<file path="src/rtl/fifo_rd_ctrl_pkg.sv">
// Shared definitions for the asynchronous FIFO and its read-side burst controller.
package definitions;

    localparam int DATASIZE       = 8;
    localparam int ADDRSIZE       = 4;
    localparam int OBUF_DEPTH_DEF = 4;

    typedef enum logic [1:0] {
        RD_IDLE  = 2'd0,
        RD_ISSUE = 2'd1,
        RD_DRAIN = 2'd2
    } rd_state_t;

endpackage

</file>
<file path="src/rtl/fifo_rd_ctrl_obuf.sv">
// Small synchronous output FIFO sitting between the memory read port and the consumer.
// DEPTH must be a power of two so the pointers wrap naturally.
module rd_obuf #(
    parameter  int DW    = 8,
    parameter  int DEPTH = 4,
    localparam int AW    = $clog2(DEPTH),
    localparam int OW    = AW + 1
) (
    input  logic          clk,
    input  logic          rst_n,
    input  logic          push_i,
    input  logic [DW-1:0] din_i,
    input  logic          pop_i,
    output logic [OW-1:0] occ_o,
    output logic [DW-1:0] head_o
);

    logic [DW-1:0] mem_q [DEPTH];
    logic [AW-1:0] wptr_q;
    logic [AW-1:0] rptr_q;
    logic [OW-1:0] occ_q;

    always_ff @(posedge clk) begin
        if (push_i) begin
            mem_q[wptr_q] <= din_i;
        end
    end

    always_ff @(posedge clk or negedge rst_n) begin
        if (!rst_n) begin
            wptr_q <= '0;
            rptr_q <= '0;
            occ_q  <= '0;
        end else begin
            if (push_i) begin
                wptr_q <= wptr_q + AW'(1);
            end
            if (pop_i) begin
                rptr_q <= rptr_q + AW'(1);
            end
            case ({push_i, pop_i})
                2'b10:   occ_q <= occ_q + OW'(1);
                2'b01:   occ_q <= occ_q - OW'(1);
                default: ;
            endcase
        end
    end

    assign occ_o = occ_q;
    // Gate with occupancy so the data output reads zero whenever nothing is held.
    assign head_o = (occ_q != '0) ? mem_q[rptr_q] : '0;

endmodule

</file>
<file path="src/rtl/fifo_rd_ctrl.sv">
// Read-side burst controller: issues memory reads against the empty flag, buffers the
// returned words and hands exactly burst_len of them to a valid/ready consumer.
module fifo_rd_ctrl
    import definitions::*;
#(
    parameter int OBUF_DEPTH = OBUF_DEPTH_DEF
) (
    input  logic                rclk,
    input  logic                rrst_n,
    input  logic                remty,
    input  logic [DATASIZE-1:0] rdata,
    output logic                rack,
    input  logic                start,
    input  logic [ADDRSIZE:0]   burst_len,
    output logic                busy,
    output logic                done,
    output logic [ADDRSIZE:0]   rd_count,
    output logic [DATASIZE-1:0] dout,
    output logic                dvalid,
    input  logic                dready
);

    localparam int             CW      = ADDRSIZE + 1;
    localparam int             OW      = $clog2(OBUF_DEPTH) + 1;
    localparam logic [OW:0]    DEPTH_V = OBUF_DEPTH[OW:0];

    rd_state_t     state_q;
    logic [CW-1:0] len_q;
    logic [CW-1:0] issued_q;
    logic [CW-1:0] issued_d;
    logic [CW-1:0] rd_count_q;
    logic [CW-1:0] rd_count_d;
    logic          pend_q;
    logic          busy_q;
    logic          done_q;

    logic [OW-1:0] occ;
    logic [OW:0]   occ_plus_pend;
    logic          accept;
    logic          hs;
    logic          last_hs;

    rd_obuf #(
        .DW    (DATASIZE),
        .DEPTH (OBUF_DEPTH)
    ) u_obuf (
        .clk    (rclk),
        .rst_n  (rrst_n),
        .push_i (pend_q),
        .din_i  (rdata),
        .pop_i  (hs),
        .occ_o  (occ),
        .head_o (dout)
    );

    // Reserve a buffer slot for the word still in flight so backpressure never overflows.
    assign occ_plus_pend = {1'b0, occ} + {{OW{1'b0}}, pend_q};
    assign rack    = (state_q == RD_ISSUE) && (issued_q < len_q) && (occ_plus_pend < DEPTH_V);
    assign accept  = rack & ~remty;
    assign dvalid  = (occ != '0);
    assign hs      = dvalid & dready;

    assign issued_d   = issued_q + CW'(1);
    assign rd_count_d = rd_count_q + CW'(1);
    assign last_hs    = hs && (rd_count_d == len_q);

    always_ff @(posedge rclk or negedge rrst_n) begin
        if (!rrst_n) begin
            state_q    <= RD_IDLE;
            len_q      <= '0;
            issued_q   <= '0;
            rd_count_q <= '0;
            pend_q     <= 1'b0;
            busy_q     <= 1'b0;
            done_q     <= 1'b0;
        end else begin
            done_q <= 1'b0;
            pend_q <= accept;
            if (accept) begin
                issued_q <= issued_d;
            end
            if (hs) begin
                rd_count_q <= rd_count_d;
            end
            case (state_q)
                RD_IDLE: begin
                    if (start) begin
                        rd_count_q <= '0;
                        if (burst_len != '0) begin
                            len_q    <= burst_len;
                            issued_q <= '0;
                            busy_q   <= 1'b1;
                            state_q  <= RD_ISSUE;
                        end else begin
                            done_q <= 1'b1;
                        end
                    end
                end
                RD_ISSUE: begin
                    if (last_hs) begin
                        state_q <= RD_IDLE;
                        busy_q  <= 1'b0;
                        done_q  <= 1'b1;
                    end else if (accept && (issued_d == len_q)) begin
                        state_q <= RD_DRAIN;
                    end
                end
                RD_DRAIN: begin
                    if (last_hs) begin
                        state_q <= RD_IDLE;
                        busy_q  <= 1'b0;
                        done_q  <= 1'b1;
                    end
                end
                default: state_q <= RD_IDLE;
            endcase
        end
    end

    assign busy     = busy_q;
    assign done     = done_q;
    assign rd_count = rd_count_q;

endmodule

</file>
<file path="config.mk">
export PLATFORM = sky130hd
export DESIGN_NAME = fifo_rd_ctrl
export DESIGN_NICKNAME = d
export VERILOG_FILES = /design/src/rtl/fifo_rd_ctrl_pkg.sv /design/src/rtl/fifo_rd_ctrl_obuf.sv /design/src/rtl/fifo_rd_ctrl.sv
export SDC_FILE = /design/constraint.sdc
export NUM_CORES = 1
export LEC_CHECK = 0
export ABC_AREA = 1
export ABC_CLOCK_PERIOD_IN_PS = 2130
export CAP_MARGIN = 10
export CORE_ASPECT_RATIO = 0.75
export CORE_MARGIN = 8
export CORE_UTILIZATION = 56
export CTS_CLUSTER_SIZE = 10
export DETAILED_ROUTE_END_ITERATION = 10
export GPL_TIMING_DRIVEN = 0
export PLACE_DENSITY = 0.9
export SYNTH_ARGS = -nofsm -noshare
export SYNTH_HDL_FRONTEND = slang
export SYNTH_SLANG_ARGS = --single-unit
</file>
<file path="constraint.sdc">
create_clock -name rclk -period 2.13 [get_ports rclk]
set_input_delay 0.426 -clock rclk [delete_from_list [all_inputs] [get_ports rclk]]
set_output_delay 0.426 -clock rclk [all_outputs]
set_load 0.03 [all_outputs]
</file>
-- Word level (Yosys, flattened, before mapping)
Memories as Yosys holds them, arrays and structs flattened.
Index checks and enable logic that the tools add are counted.
- flip-flop bits (word level): 27
- input bits: 18
- output and inout port bits: 17
- memories kept: 1
- memory bits (writable): 32
- logic and storage cells: 72
- memories (name ; words ; width ; rd ports ; clocked after Yosys merged registers in ; write ports ; RTL line ; text):
    u_obuf.mem_q ; 4 ; 8 ; 1 ; 0 ; 1 ; fifo_rd_ctrl_obuf.sv:18 ; logic [DW-1:0] mem_q [DEPTH];
- reduce and logical (&&, ||, !) cells: 13
- $lt $le $gt $ge: 2
- $add $sub $neg: 7
- multiplexer cells: 25
- eq/ne operators: 11
- bitwise gates (word level): 3
- operator list (kind ; count):
    $mux W5 ; 7
    $add A5 B1 Y5 const B ; 2
    $eq A5 B5 Y1 ; 2
    $mux W2 ; 5
    $mux W1 ; 8
    $mux W8 ; 1
    $reduce_and A4 Y1 ; 2
    $ne A2 B2 Y1 const B ; 3
    $pmux W2 S3 ; 1
    $pmux W3 S2 ; 1
    $lt A5 B5 Y1 ; 1
    $reduce_bool A5 Y1 ; 1
    $add A2 B1 Y2 const B ; 2
    $add A3 B1 Y4 ; 1
    $eq A2 B1 Y1 const B ; 2
    $eq A2 B2 Y1 const B ; 2
    $logic_and A1 B1 Y1 ; 4
    $lt A4 B3 Y1 const B ; 1
    $pmux W1 S2 ; 2
    $reduce_bool A2 Y1 ; 2
    $add A3 B1 Y3 const B ; 1
    $ne A3 B2 Y1 const B ; 1
    $reduce_and A3 Y1 ; 1
    $reduce_bool A3 Y1 ; 1
    other kinds (6) ; 7

-- Logic depth before layout (Yosys ltp)
- depth in word-level cells: 8
- gate-level depth with buffers: 14
- depth with buffers taken out: 14

-- Modules after synthesis
A second synthesis with hierarchy kept.
- cells, all modules: 367
- area total of the unflattened synthesis: 3201.8 µm²
- by module, submodules not included (module ; seq. area each (µm²) ; cells an instance ; instances ; area an instance (µm²)):
    rd_obuf ; 1136.1 ; 173 ; 1 ; 1780.5
    fifo_rd_ctrl ; 500.5 ; 194 ; 1 ; 1421.4

-- Worst setup path before layout
No wires, ideal clock.
- path kind: register to register
- start point: register u_obuf.occ_q[0], in the netlist u_obuf.occ_o[0]
- end point: register u_obuf.occ_q[2], in the netlist u_obuf.occ_o[2]
- required time: 1.999 ns
- data arrival time: 1.736 ns
- setup time: 0.131 ns
- clock period less this slack: 1.867 ns
- buffers on the path: 1
- setup slack: 0.263 ns
- cell stages (with the launch flop): 10
- path through: dfrtp_1 inv_2 a21boi_1 buf_2 ha_1 inv_1 fa_1 a21oi_1 o21ai_0 xor2_1
- cells in the longest elaborated chain, start to end: 4
- elaborated cells between the ends (all ways): 8
- those cells by class: 2 x add/sub; 2 x eq/ne; 1 x mux; 1 x bitwise; 2 x reduce/logical
- RTL lines (what ; RTL line ; text):
    start: declaration ; fifo_rd_ctrl_obuf.sv:21 ; logic [OW-1:0] occ_q;
    start signal: assignment ; fifo_rd_ctrl_obuf.sv:42 ; 2'b10: occ_q <= occ_q + OW'(1);
    start signal: assignment ; fifo_rd_ctrl_obuf.sv:43 ; 2'b01: occ_q <= occ_q - OW'(1);
    $reduce_bool A3 Y1 * ; fifo_rd_ctrl.sv:60 ; assign dvalid = (occ != '0);
    $and A1 B1 Y1 * ; fifo_rd_ctrl.sv:61 ; assign hs = dvalid & dready;
    net hs ; fifo_rd_ctrl.sv:40 ; logic hs;
    $eq A2 B1 Y1 or $eq A2 B2 Y1 (tied branches) ; fifo_rd_ctrl_obuf.sv:41 ; case ({push_i, pop_i})
    $pmux W3 S2 or $reduce_bool A2 Y1 (tied branches) ; n/a ;
The timed path passes the listed nets; every way through them passes the cells marked *.
A chain may end at the register's enable or synchronous reset.

-- Final worst setup path
- start point: register len_q[4]
- end point: output port rack
- cells in the longest elaborated chain, start to end: 3
- RTL lines (what ; RTL line ; text):
    start: declaration ; fifo_rd_ctrl.sv:28 ; logic [CW-1:0] len_q;
    start signal: assignment ; fifo_rd_ctrl.sv:90 ; len_q <= burst_len;
    $lt A5 B5 Y1 ; fifo_rd_ctrl.sv:58 ; assign rack = (state_q == RD_ISSUE) && (issued_q < len_q) && (occ_plus_pend < DEPTH_V);
    $logic_and A1 B1 Y1 (2 in series) ; fifo_rd_ctrl.sv:58 ;
    end: declaration ; fifo_rd_ctrl.sv:12 ; output logic rack,
Every way passes these cells.

==> qor.tcl <==
set qor(finalCriticalPeriod_ps) 2100
set qor(timing.final.ws_setup_ps) 29.7
set qor(ant_nets) 0
set qor(flow.area_growth_from_synthesis_pct) 26.8
set qor(postSynthAreaPerCell_um2) 8.97
set qor(setup_tns_ps) 0
set qor(crit_required_ps) 1700
set qor(max_freq_mhz) 476
set qor(grt_max_degree) 28
set qor(worst_setup_path_startpoint) {len_q[4]}
set qor(floorplan.initialDensity_pct) 58.3
set qor(fin_nets) 441
set qor(maxCapViolations) 0
set qor(ctsRootBufferMaster) {sky130_fd_sc_hd__clkbuf_8}
set qor(synth_fp_nets) 383
set qor(die_width_um) 102
set qor(clock-sinks) 59
set qor(final-max-slew-violation-count) 0
set qor(clk_latency_ps) 350
set qor(dr.first_iter.drc_count) 293
set qor(powerDensity_mw_per_mm2) 1560
set qor(clk_transition_reported_paths_ps) 70
set qor(synth_seq_cells) 59
set qor(die_area_mm2) 0.00825
set qor(timing.reg2reg.setup_slack_ps) 100
set qor(final_layout_size_suffix_gt1_share_pct) 20.9
set qor(commonest_cells_after_routing_fill_and_taps_aside) {58 x sky130_fd_sc_hd__nand2_1, 47 x sky130_fd_sc_hd__nor2_1, 37 x sky130_fd_sc_hd__inv_1}
set qor(ctsHoldBuffers) 0
set qor(syn-instance-count) 348
set qor(port_buffers) 34
set qor(synth_seq_area_share_pct) 52.4
set qor(commonest_non_fill_non_tap_cell_in_the_layout) {sky130_fd_sc_hd__nand2_1}
set qor(combPwrFrac_pct) 52.3
set qor(share_clk_of_total_power_pct) 19.6
set qor(floorplan.core_area_mm2) 0.00535
set qor(grt_setup_unrepaired) {yes}
set qor(min_path_type) {input port to asynchronous set/reset pin}
set qor(io_pins) 35
set qor(place_hpwl_mm) 5.07
set qor(placement.setup.worst_slack_ps) -426
set qor(skew_ps) 9.80
set qor(timing.critical_path.fanout_max) 3
set qor(gr_usage_total_pct) 19.3
set qor(final.fill_count) 335
set qor(clock_tree.htree_level_count) 3
set qor(postPlaceCellArea_mm2) 0.00356
set qor(number_of_antenna_violations_at_the_first_check_in_global_routing) 0
set qor(die_height_um) 80.7
set qor(grt_pass1_wl_mm) 12.0
set qor(leakage_nw) 1.77
set qor(cts_tree) {built}
set qor(timing.critical_path.from_type) {flip-flop}
set qor(switching_share_pct) 44.1
set qor(cts_buffers) 9
set qor(routed_wirelength_mm) 8.24
set qor(area_of_the_multi_input_gates_mm2) 0.00132
set qor(postLayoutCoreUtil_pct) 74.0
set qor(std_cell_rows) 23
set qor(routed-via-count) 2742
set qor(timing.critical_path.to_type) {output port}
set qor(initial_drt_pass_iterations) 5
set qor(p_switching_mw) 2.73
set qor(ratio_of_final_minimum_period_to_clock_period_pct) 98.6
set qor(gr-total-overflow) 0
set qor(avgRoutedWirePerCell_um) 17.0
set qor(vias_per_cell) 5.64
set qor(outcome) {completed}
set qor(internal_power_mw) 3.46
set qor(worst-slew-pin-transition_ps) 629
set qor(post-route-cell-area_mm2) 0.00396
set qor(via_count_of_the_first_global_routing_pass) 2535
set qor(post_synthesis_cell_type_count) 31
set qor(layout.area.seq_mm2) 0.00164
set qor(total_power_mw) 6.19
set qor(ctsLongestPathBuffers) 2
set qor(portion_of_total_power_attributed_to_sequential_cells_pct) 28.1
set qor(setup_viol) 0
set qor(vdd.ir_drop.worst_mv) 1.06
set qor(timing.critical_path.arrival_ps) 1670
set qor(netlist_area_mm2) 0.00312
set qor(antenna-diode-count) 0
set qor(timing_worst_setup_path_type) {flip-flop to output port}
set qor(max_slew_margin_pct) 58.1
set qor(route.detailed.drc) 0
set qor(worst_r2r_startpoint) {len_q[4]}
set qor(ys_warn_count) 0
set qor(placer_congestion) 0.855
set qor(timing.final.hold_violations) 0
[logic make-up (layout without fill, tap and decap cells)]
group,after synthesis,in the layout,synth area share (%)
AOI/OAI and AO/OA,60,60,10.4
xor gates and xnor gates,4,4,1.12
and+or+nand+nor,152,152,21.6
DFF,59,59,52.4
buffers and inverters,56,119,7.37
adders and majority gates,17,17,7.05
[final timing paths]
| path | depth (start not counted) | to |
|---|---|---|
| max in group asynchronous | 1 | u_obuf.rptr_q[1] |
| min in group rclk | 2 | busy |
| hold / removal | 1 | issued_q[1] |
| setup reg to reg | 11 | issued_q[0] |
| hold reg to reg | 2 | busy |
| setup / recovery | 8 | rack |
[area by class of cell]
| class | instances | area share (%) |
|---|---|---|
| flip-flops and latches | 59 | 41.4 |
| repair buffers | 48 | 10.5 |
| multi-input cells | 233 | 33.3 |
| clock buffers | 10 | 3.22 |
| inverters | 47 | 4.68 |
| plain buffers | 8 | 1.83 |
| clock inverters | 6 | 2.62 |
| well taps | 75 | 2.37 |
[sequential cells by signal (all words and copies together), names as in the netlist]
name / count
done: 1
issued_q: 5
u_obuf.rptr_q: 2
rd_count: 5
u_obuf.wptr_q: 2
busy: 1
len_q: 5
u_obuf.mem_q: 32
u_obuf.occ_o: 3
pend_q: 1
state_q: 2
[cell usage after synthesis (all sizes together)]
| master | number | area (um^2) |
|---|---|---|
| nand3 | 21 | 110 |
| nand4 | 7 | 56.3 |
| fa | 1 | 20.0 |
| a21boi | 2 | 15.0 |
| a21oi | 19 | 106 |
| nor2 | 51 | 206 |
| o21ai | 35 | 175 |
| a211oi | 2 | 15.0 |
| dfrtp | 27 | 676 |
| buf | 7 | 46.3 |
| o21a | 1 | 7.51 |
| inv | 47 | 176 |
| ha | 16 | 200 |
| nand3b | 1 | 7.51 |
| nand2 | 72 | 295 |
| a31oi | 1 | 6.26 |
| edfxtp | 32 | 961 |
| clkbuf | 2 | 7.51 |
| xnor2 | 1 | 8.76 |
| xor2 | 3 | 26.3 |
[repair_timing]
action | in CTS | in global routing
resized for setup | 62 | 22
setup buffers | 4 | 10
endpoints found under the setup margin | 10 | 14
hold endpoints to repair | 0 | 0
pin swaps | 1 | 4
[power by group through the flow]
stage | sequential, mW | clock [mW] | combinational (mW)
6_report | 1.74 | 1.22 | 3.24
5_1_grt | 1.77 | 1.27 | 3.49
4_1_cts | 1.73 | 1.22 | 2.88
3_5_place_dp | 1.73 | 0 | 2.82
3_3_place_gp | 1.71 | 0 | 2.71
2_1_floorplan | 1.78 | 0 | 1.86
[critical path, stage by stage (launching register included)]
cell and delay (ps):
sky130_fd_sc_hd__dfrtp_1 410, sky130_fd_sc_hd__inv_2 100, sky130_fd_sc_hd__ha_4 220, sky130_fd_sc_hd__nand2_1 100
sky130_fd_sc_hd__nand2_2 70, sky130_fd_sc_hd__a21oi_4 130, sky130_fd_sc_hd__nand4_2 100, sky130_fd_sc_hd__inv_1 80
sky130_fd_sc_hd__buf_6 120
[metal layers]
layer | global-route usage (%) | up-vias | routed length, um
met4 | 6.86 | 0 | 205
met2 | 30.7 | 162 | 3860
met5 | 0 | - | 0
met3 | 6.48 | 37 | 901
met1 | 23.9 | 1281 | 3280
li1 | - | 1262 | -
[through the flow]
stage          std cells  hold slack (ps)
6_report             486             97.3
5_1_grt              486              147
4_1_cts              476              517
3_5_place_dp         457              493
3_3_place_gp         457              497
2_1_floorplan        348              130
Note: power is estimated with default switching activity, not from simulation.
